--- config.mk ---
export PLATFORM = sky130hd
export DESIGN_NAME = wb_uart_master
export DESIGN_NICKNAME = d
export VERILOG_FILES = /design/src/rtl/wb_uart_master_pkg.sv /design/src/rtl/wb_uart_master.sv
export SDC_FILE = /design/constraint.sdc
export NUM_CORES = 1
export LEC_CHECK = 0
export BUFFER_PORTS_ARGS = -buffer_cell sky130_fd_sc_hd__buf_2
export CORE_ASPECT_RATIO = 1.1
export CORE_UTILIZATION = 40
export DETAILED_ROUTE_END_ITERATION = 8
export GPL_ROUTABILITY_DRIVEN = 0
export PLACE_DENSITY = 0.65
export SKIP_LAST_GASP = 1
export SYNTH_ARGS = -nofsm -noshare
export SYNTH_HDL_FRONTEND = slang
export SYNTH_SLANG_ARGS = --single-unit
--- constraint.sdc ---
create_clock -name clk -period 2.6 [get_ports clk]
set_clock_uncertainty 0.1 [all_clocks]
set_input_delay 0 -clock clk [delete_from_list [all_inputs] [get_ports clk]]
set_output_delay 0 -clock clk [all_outputs]
set_load 0.05 [all_outputs]
--- src/rtl/wb_uart_master_pkg.sv ---
// Shared types and wire-protocol constants for the UART-driven Wishbone initiator.
package wb_uart_master_pkg;

  typedef enum logic [2:0] {
    IDLE = 3'd0,
    ADDR = 3'd1,
    DATA = 3'd2,
    BUS  = 3'd3,
    RESP = 3'd4
  } state_e;

  localparam logic [7:0] CMD_WR = 8'h57;
  localparam logic [7:0] CMD_RD = 8'h52;
  localparam logic [7:0] ST_OK  = 8'h06;
  localparam logic [7:0] ST_ERR = 8'h15;

endpackage

--- src/rtl/wb_uart_master.sv ---
// Byte-stream command parser that runs one Wishbone classic cycle per frame
// and streams back a status byte plus read data.
module wb_uart_master
  import wb_uart_master_pkg::*;
#(
  parameter int AW          = 32,
  parameter int DW          = 32,
  parameter int BUS_TIMEOUT = 255,
  parameter int RX_GAP      = 65535
) (
  input  logic            clk,
  input  logic            rst_n,
  input  logic [7:0]      i_rx_dat,
  input  logic            i_rx_vld,
  output logic [7:0]      o_tx_dat,
  output logic            o_tx_vld,
  input  logic            i_tx_rdy,
  output logic [AW-1:0]   o_wb_adr,
  output logic [DW/8-1:0] o_wb_sel,
  output logic            o_wb_we,
  output logic [DW-1:0]   o_wb_dat,
  input  logic [DW-1:0]   i_wb_dat,
  output logic            o_wb_cyc,
  output logic            o_wb_stb,
  input  logic            i_wb_ack,
  input  logic            i_wb_err,
  output logic            o_busy,
  output logic            o_ovf
);

  localparam int GW = $clog2(RX_GAP + 1);
  localparam int TW = $clog2(BUS_TIMEOUT + 1);

  state_e            state_q, state_d;
  logic              we_q, we_d;
  logic [AW-1:0]     adr_q, adr_d;
  logic [DW-1:0]     dat_q, dat_d;
  logic [DW-1:0]     rdat_q, rdat_d;
  logic [7:0]        st_q, st_d;
  logic [1:0]        bcnt_q, bcnt_d;
  logic [GW-1:0]     gap_q, gap_d;
  logic [TW-1:0]     tmo_q, tmo_d;
  logic [2:0]        txi_q, txi_d;
  logic              cyc_q, cyc_d;
  logic [DW/8-1:0]   sel_q, sel_d;
  logic              wbwe_q, wbwe_d;
  logic [AW-1:0]     wadr_q, wadr_d;
  logic [DW-1:0]     wdat_q, wdat_d;
  logic              txv_q, txv_d;
  logic [7:0]        txd_q, txd_d;
  logic              ovf_q, ovf_d;
  logic [2:0]        tx_last;

  // Reads that completed OK carry 4 data bytes after the status byte.
  assign tx_last = (st_q == ST_OK && !we_q) ? 3'd4 : 3'd0;

  always_comb begin
    state_d = state_q;
    we_d    = we_q;
    adr_d   = adr_q;
    dat_d   = dat_q;
    rdat_d  = rdat_q;
    st_d    = st_q;
    bcnt_d  = bcnt_q;
    gap_d   = gap_q;
    tmo_d   = tmo_q;
    txi_d   = txi_q;
    cyc_d   = cyc_q;
    sel_d   = sel_q;
    wbwe_d  = wbwe_q;
    wadr_d  = wadr_q;
    wdat_d  = wdat_q;
    txv_d   = txv_q;
    txd_d   = txd_q;
    ovf_d   = ovf_q;

    case (state_q)
      IDLE: begin
        if (i_rx_vld && (i_rx_dat == CMD_WR || i_rx_dat == CMD_RD)) begin
          state_d = ADDR;
          we_d    = (i_rx_dat == CMD_WR);
          bcnt_d  = '0;
          gap_d   = '0;
        end
      end

      ADDR, DATA: begin
        if (i_rx_vld) begin
          gap_d  = '0;
          bcnt_d = bcnt_q + 2'd1;
          if (state_q == ADDR) adr_d = {adr_q[AW-9:0], i_rx_dat};
          else                 dat_d = {dat_q[DW-9:0], i_rx_dat};
          if (bcnt_q == 2'd3) begin
            if (state_q == ADDR && we_q) begin
              state_d = DATA;
            end else begin
              state_d = BUS;
              cyc_d   = 1'b1;
              sel_d   = '1;
              wbwe_d  = we_q;
              wadr_d  = adr_d;
              wdat_d  = dat_d;
              tmo_d   = '0;
            end
          end
        end else if (gap_q == GW'(RX_GAP - 1)) begin
          state_d = IDLE;
        end else begin
          gap_d = gap_q + 1'b1;
        end
      end

      BUS: begin
        if (i_wb_ack || i_wb_err || tmo_q == TW'(BUS_TIMEOUT - 1)) begin
          // err wins over a simultaneous ack; a timeout reports as err too.
          st_d = (i_wb_ack && !i_wb_err) ? ST_OK : ST_ERR;
          if (i_wb_ack && !i_wb_err && !we_q) rdat_d = i_wb_dat;
          cyc_d   = 1'b0;
          sel_d   = '0;
          wbwe_d  = 1'b0;
          state_d = RESP;
          txv_d   = 1'b1;
          txd_d   = st_d;
          txi_d   = '0;
        end else begin
          tmo_d = tmo_q + 1'b1;
        end
      end

      RESP: begin
        if (txv_q && i_tx_rdy) begin
          if (txi_q == tx_last) begin
            txv_d   = 1'b0;
            state_d = IDLE;
          end else begin
            txi_d = txi_q + 3'd1;
            case (txi_q)
              3'd0:    txd_d = rdat_q[31:24];
              3'd1:    txd_d = rdat_q[23:16];
              3'd2:    txd_d = rdat_q[15:8];
              default: txd_d = rdat_q[7:0];
            endcase
          end
        end
      end

      default: state_d = IDLE;
    endcase

    if (i_rx_vld && (state_q == BUS || state_q == RESP)) ovf_d = 1'b1;
  end

  always_ff @(posedge clk) begin
    if (!rst_n) begin
      state_q <= IDLE;
      we_q    <= 1'b0;
      adr_q   <= '0;
      dat_q   <= '0;
      rdat_q  <= '0;
      st_q    <= '0;
      bcnt_q  <= '0;
      gap_q   <= '0;
      tmo_q   <= '0;
      txi_q   <= '0;
      cyc_q   <= 1'b0;
      sel_q   <= '0;
      wbwe_q  <= 1'b0;
      wadr_q  <= '0;
      wdat_q  <= '0;
      txv_q   <= 1'b0;
      txd_q   <= '0;
      ovf_q   <= 1'b0;
    end else begin
      state_q <= state_d;
      we_q    <= we_d;
      adr_q   <= adr_d;
      dat_q   <= dat_d;
      rdat_q  <= rdat_d;
      st_q    <= st_d;
      bcnt_q  <= bcnt_d;
      gap_q   <= gap_d;
      tmo_q   <= tmo_d;
      txi_q   <= txi_d;
      cyc_q   <= cyc_d;
      sel_q   <= sel_d;
      wbwe_q  <= wbwe_d;
      wadr_q  <= wadr_d;
      wdat_q  <= wdat_d;
      txv_q   <= txv_d;
      txd_q   <= txd_d;
      ovf_q   <= ovf_d;
    end
  end

  assign o_wb_cyc = cyc_q;
  assign o_wb_stb = cyc_q;
  assign o_wb_sel = sel_q;
  assign o_wb_we  = wbwe_q;
  assign o_wb_adr = wadr_q;
  assign o_wb_dat = wdat_q;
  assign o_tx_vld = txv_q;
  assign o_tx_dat = txd_q;
  assign o_busy   = (state_q != IDLE);
  assign o_ovf    = ovf_q;

endmodule

==> impl_results.md <==
* Post-synthesis xor/xnor area fraction at 0.991%
* EDFF count, synth at 0
* Via count at 7808
* CP max stage delay at 0.64 ns
* Combinational share of power at 12.9%
* Max frequency at 429 MHz
* Final period utilization at 89.6%
* Ys flop type: dfxtp_1
* Synthesized area at 8840 µm²
* Net Sw Frac at 25.3%
* Antenna cell count at 0
* Crit path max fanout at 42
* Post-synthesis simple-gate area fraction at 19.9%
* Crit Path Category: register to register
* Status: finished, final reports clean
* Total Neg Setup Slack at 0 ns
* Core area at 21500 µm²
* # rows at 56
* Synth Area in Compound Gates at 17.9%
* Routed vias/inst at 5.23
* # IOs at 128
* Worst-path cell chain: or3b_1, a211oi_4, buf_4, nor2_1, a211oi_1
* Library cells used by synthesis at 57
* Post-Synth Adder-Cell Area at 1.27%
* Post-DP HPWL at 13900 µm
* Slowest CP cell: dfxtp_1
* TritonCTS clock tree: done
* Sequential cell fraction of total power at 42.8%
* Wirelength, routed at 21800 µm
* Finish-stage setup viols at 0
* Post-Syn Instances at 1052
* Relative slew slack at 56.9%
* Routed Antenna Nets at 0
* Fin crit period at 2.33 ns
* First-pass GRT wire length at 35900 µm
* Total nets after synthesis at 1107
* Fillers at 2055
* Max-Cap Viols at 0
* Final hold vios at 0
* CTS buffer count at 23
* Syn-to-layout area delta at 24.4%
* Leak pwr at 0.00383 µW
* Post-synthesis mux area share at 7.93%
* Worst setup EP type: register
* Setup Buffers After CTS at 0
* H-Tree Level Count at 1
* Clk slew on worst S/H paths at 0.06 ns
* Clock sink total at 208
* Die width at 144 µm
* 1st-pass router iterations at 4
* Clock share of power at 44.3%
* Mean Syn Cell Area at 8.40 µm²
* PortBufs at 127
* Fin. max-slew vios at 0
* Total power at 7630 µW
* Hold Path Class: primary input to register
* Cell-internal power at 5700 µW
* Initial antenna violation count at 0
* Worst-Margin Slew at 0.642 ns
* Share of layout cells above drive strength 1 at 17.1%
* Root Buffer Master: clkbuf_16
* RSZ-0062 raised after global routing: no
* Post-synthesis sequential area ratio at 47.1%
* Power density over the cells at 694 nW/µm²
* DRT iter0 DRCs at 408
* Die Span Y at 158 µm
* Wire per inst at 14.6 µm
* NetSw at 1930 µW
* Starting Density at 41.1%
* Type of origin of the critical path: register
* Die area at 22700 µm²
* Critical Path RT at 2.91 ns
* Number of remaining DRC errors at 0
* Yosys reg bits at 208
* Largest family of logic cells by synthesized area: simple AND/OR/NAND/NOR gates
* FFs w/ async S/R, synth at 0%
* Gr ovfl total at 0
* Max rail drop VDD at 465 µV
* Yosys warns at 0
* Final #Nets at 1243
* Vias in the first global route at 7329
* GRT Util Overall at 19.4%
* Clock latency on the worst-skew pair at 0.50 ns
* Largest net degree at the start of global routing at 78
* Clock Tree Buf Depth at 3
* Worst EP arrival at 2.64 ns
-- registers in the layout, indices dropped and copies added (netlist names) --
name,flops
st_q,3
tmo_q,8
txi_q,3
adr_q,32
o_wb_dat,32
o_wb_we,1
dat_q,32
we_q,1
o_tx_vld,1
bcnt_q,2
o_ovf,1
o_wb_sel,1
o_wb_adr,32
rdat_q,32
state_q,3
gap_q,16
o_tx_dat,8
-- worst max-delay path: cells and delay by family (launching register included) --
kind	cells	cell delay (ns)
compound gates	2	0.55
buf+inv	1	0.41
flops	1	0.64
simple gates	2	0.52
-- cells in the final DEF, fill, tap and decap left out, drive strengths merged, types with 8 or more instances in the layout --
cell,synthesis,layout
dfxtp,208,208
mux2i,70,70
nand2,231,231
o21ai,17,17
nor3,10,10
ha,9,9
nand3,16,16
clkbuf,44,29
a222oi,8,8
nor2,97,97
dlygate4sd3,0,46
a211oi,66,66
inv,7,8
nand4,13,13
a21oi,122,122
o31ai,13,13
buf,43,152
-- final cells by class --
type	count	area [µm²]	area share (%)
sequential	208	4160	37.9
clock inverter	11	135	1.23
clock buffer	29	658	5.99
tap	290	363	3.30
timing repair buffer	198	1370	12.5
inverter	8	32.5	0.296
multi-input combinational	749	4270	38.8
-- power groups by stage --
stage               sequential (µW)  combinational (µW)  clock, µW
finish                         3270                 983       3380
global route                   3270                1050       3600
CTS                            3270                 983       3450
detailed placement             3340                 926          0
global placement               3340                 925          0
floorplan                      3300                 705          0
-- metal layers --
layer | wire, µm | GRT usage [%]
met4 | 545 | 6.08
met2 | 10300 | 33.5
met3 | 1140 | 3.21
met1 | 9870 | 24.6
met5 | 0 | 0
-- cell families after synthesis --
kind of cell,Yosys count
adder cells (fa/ha/maj),9
flip-flops,208
XOR/XNOR,10
multiplexers,70
buffers and inverters,95
AND/OR/NAND/NOR,408
AO/OA/AOI/OAI,252
-- cell usage after synthesis (all sizes together) (2+ instances only) --
cell type | instances | area share, %
nand2b | 5 | 0.35
clkbuf | 44 | 1.9
nor4 | 3 | 0.28
o41ai | 2 | 0.20
nand4 | 13 | 0.92
or3b | 2 | 0.20
buf | 43 | 2.6
xnor2 | 4 | 0.40
or2 | 3 | 0.21
and2 | 3 | 0.21
a211oi | 66 | 5.7
a31oi | 4 | 0.28
or3 | 6 | 0.42
o21ai | 17 | 0.96
o22ai | 2 | 0.14
a311oi | 4 | 0.40
or4 | 6 | 0.51
a222oi | 8 | 0.91
inv | 7 | 0.30
nand3 | 16 | 0.91
and3 | 2 | 0.14
nor3b | 2 | 0.28
ha | 9 | 1.3
nor2 | 97 | 4.1
a21oi | 122 | 6.9
nand2 | 231 | 9.8
nand4b | 4 | 0.40
a21o | 5 | 0.42
dfxtp | 208 | 47
o31ai | 13 | 1.2
xor2 | 6 | 0.59
nor3 | 10 | 0.62
mux2i | 70 | 7.9
-- timing repair --
item / CTS / global route
gates resized for setup: 0 / 0
hold endpoints to repair: 93 / 0
setup endpoints to repair: 0 / 0
hold buffers: 46 / 0
-- metrics by stage --
stage / cells / setup WS (ns) / area, µm² / hold WS [ns] / utilization, %
final: 1493 / 0.270 / 11000 / 0.193 / 51.1
after global routing: 1493 / 0.0542 / 11000 / 0.202 / 51.1
after floorplan: 1052 / 0.397 / 8840 / 0.0360 / -
after detailed placement: 1407 / 0.300 / 9740 / 0.147 / 45.3
after CTS: 1493 / 0.291 / 11000 / 0.169 / 51.1
after global placement: 1407 / 0.372 / 9740 / 0.142 / 45.3
-- final timing paths --
check | cells past startpoint | slack, ns | to | startpoint
worst max-delay path | 5 | 0.27 | o_wb_dat[21]$_SDFFE_PN0P_ | state_q[0]$_SDFFE_PN0P_
worst min-delay path | 4 | 0.19 | rdat_q[4]$_SDFFE_PN0P_ | i_wb_dat[4]
worst max register to register | 5 | 0.27 | o_wb_dat[21]$_SDFFE_PN0P_ | state_q[0]$_SDFFE_PN0P_
worst min register to register | 2 | 0.35 | adr_q[30]$_SDFFE_PN0P_ | adr_q[30]$_SDFFE_PN0P_
Power figures use the tool's default switching activity.
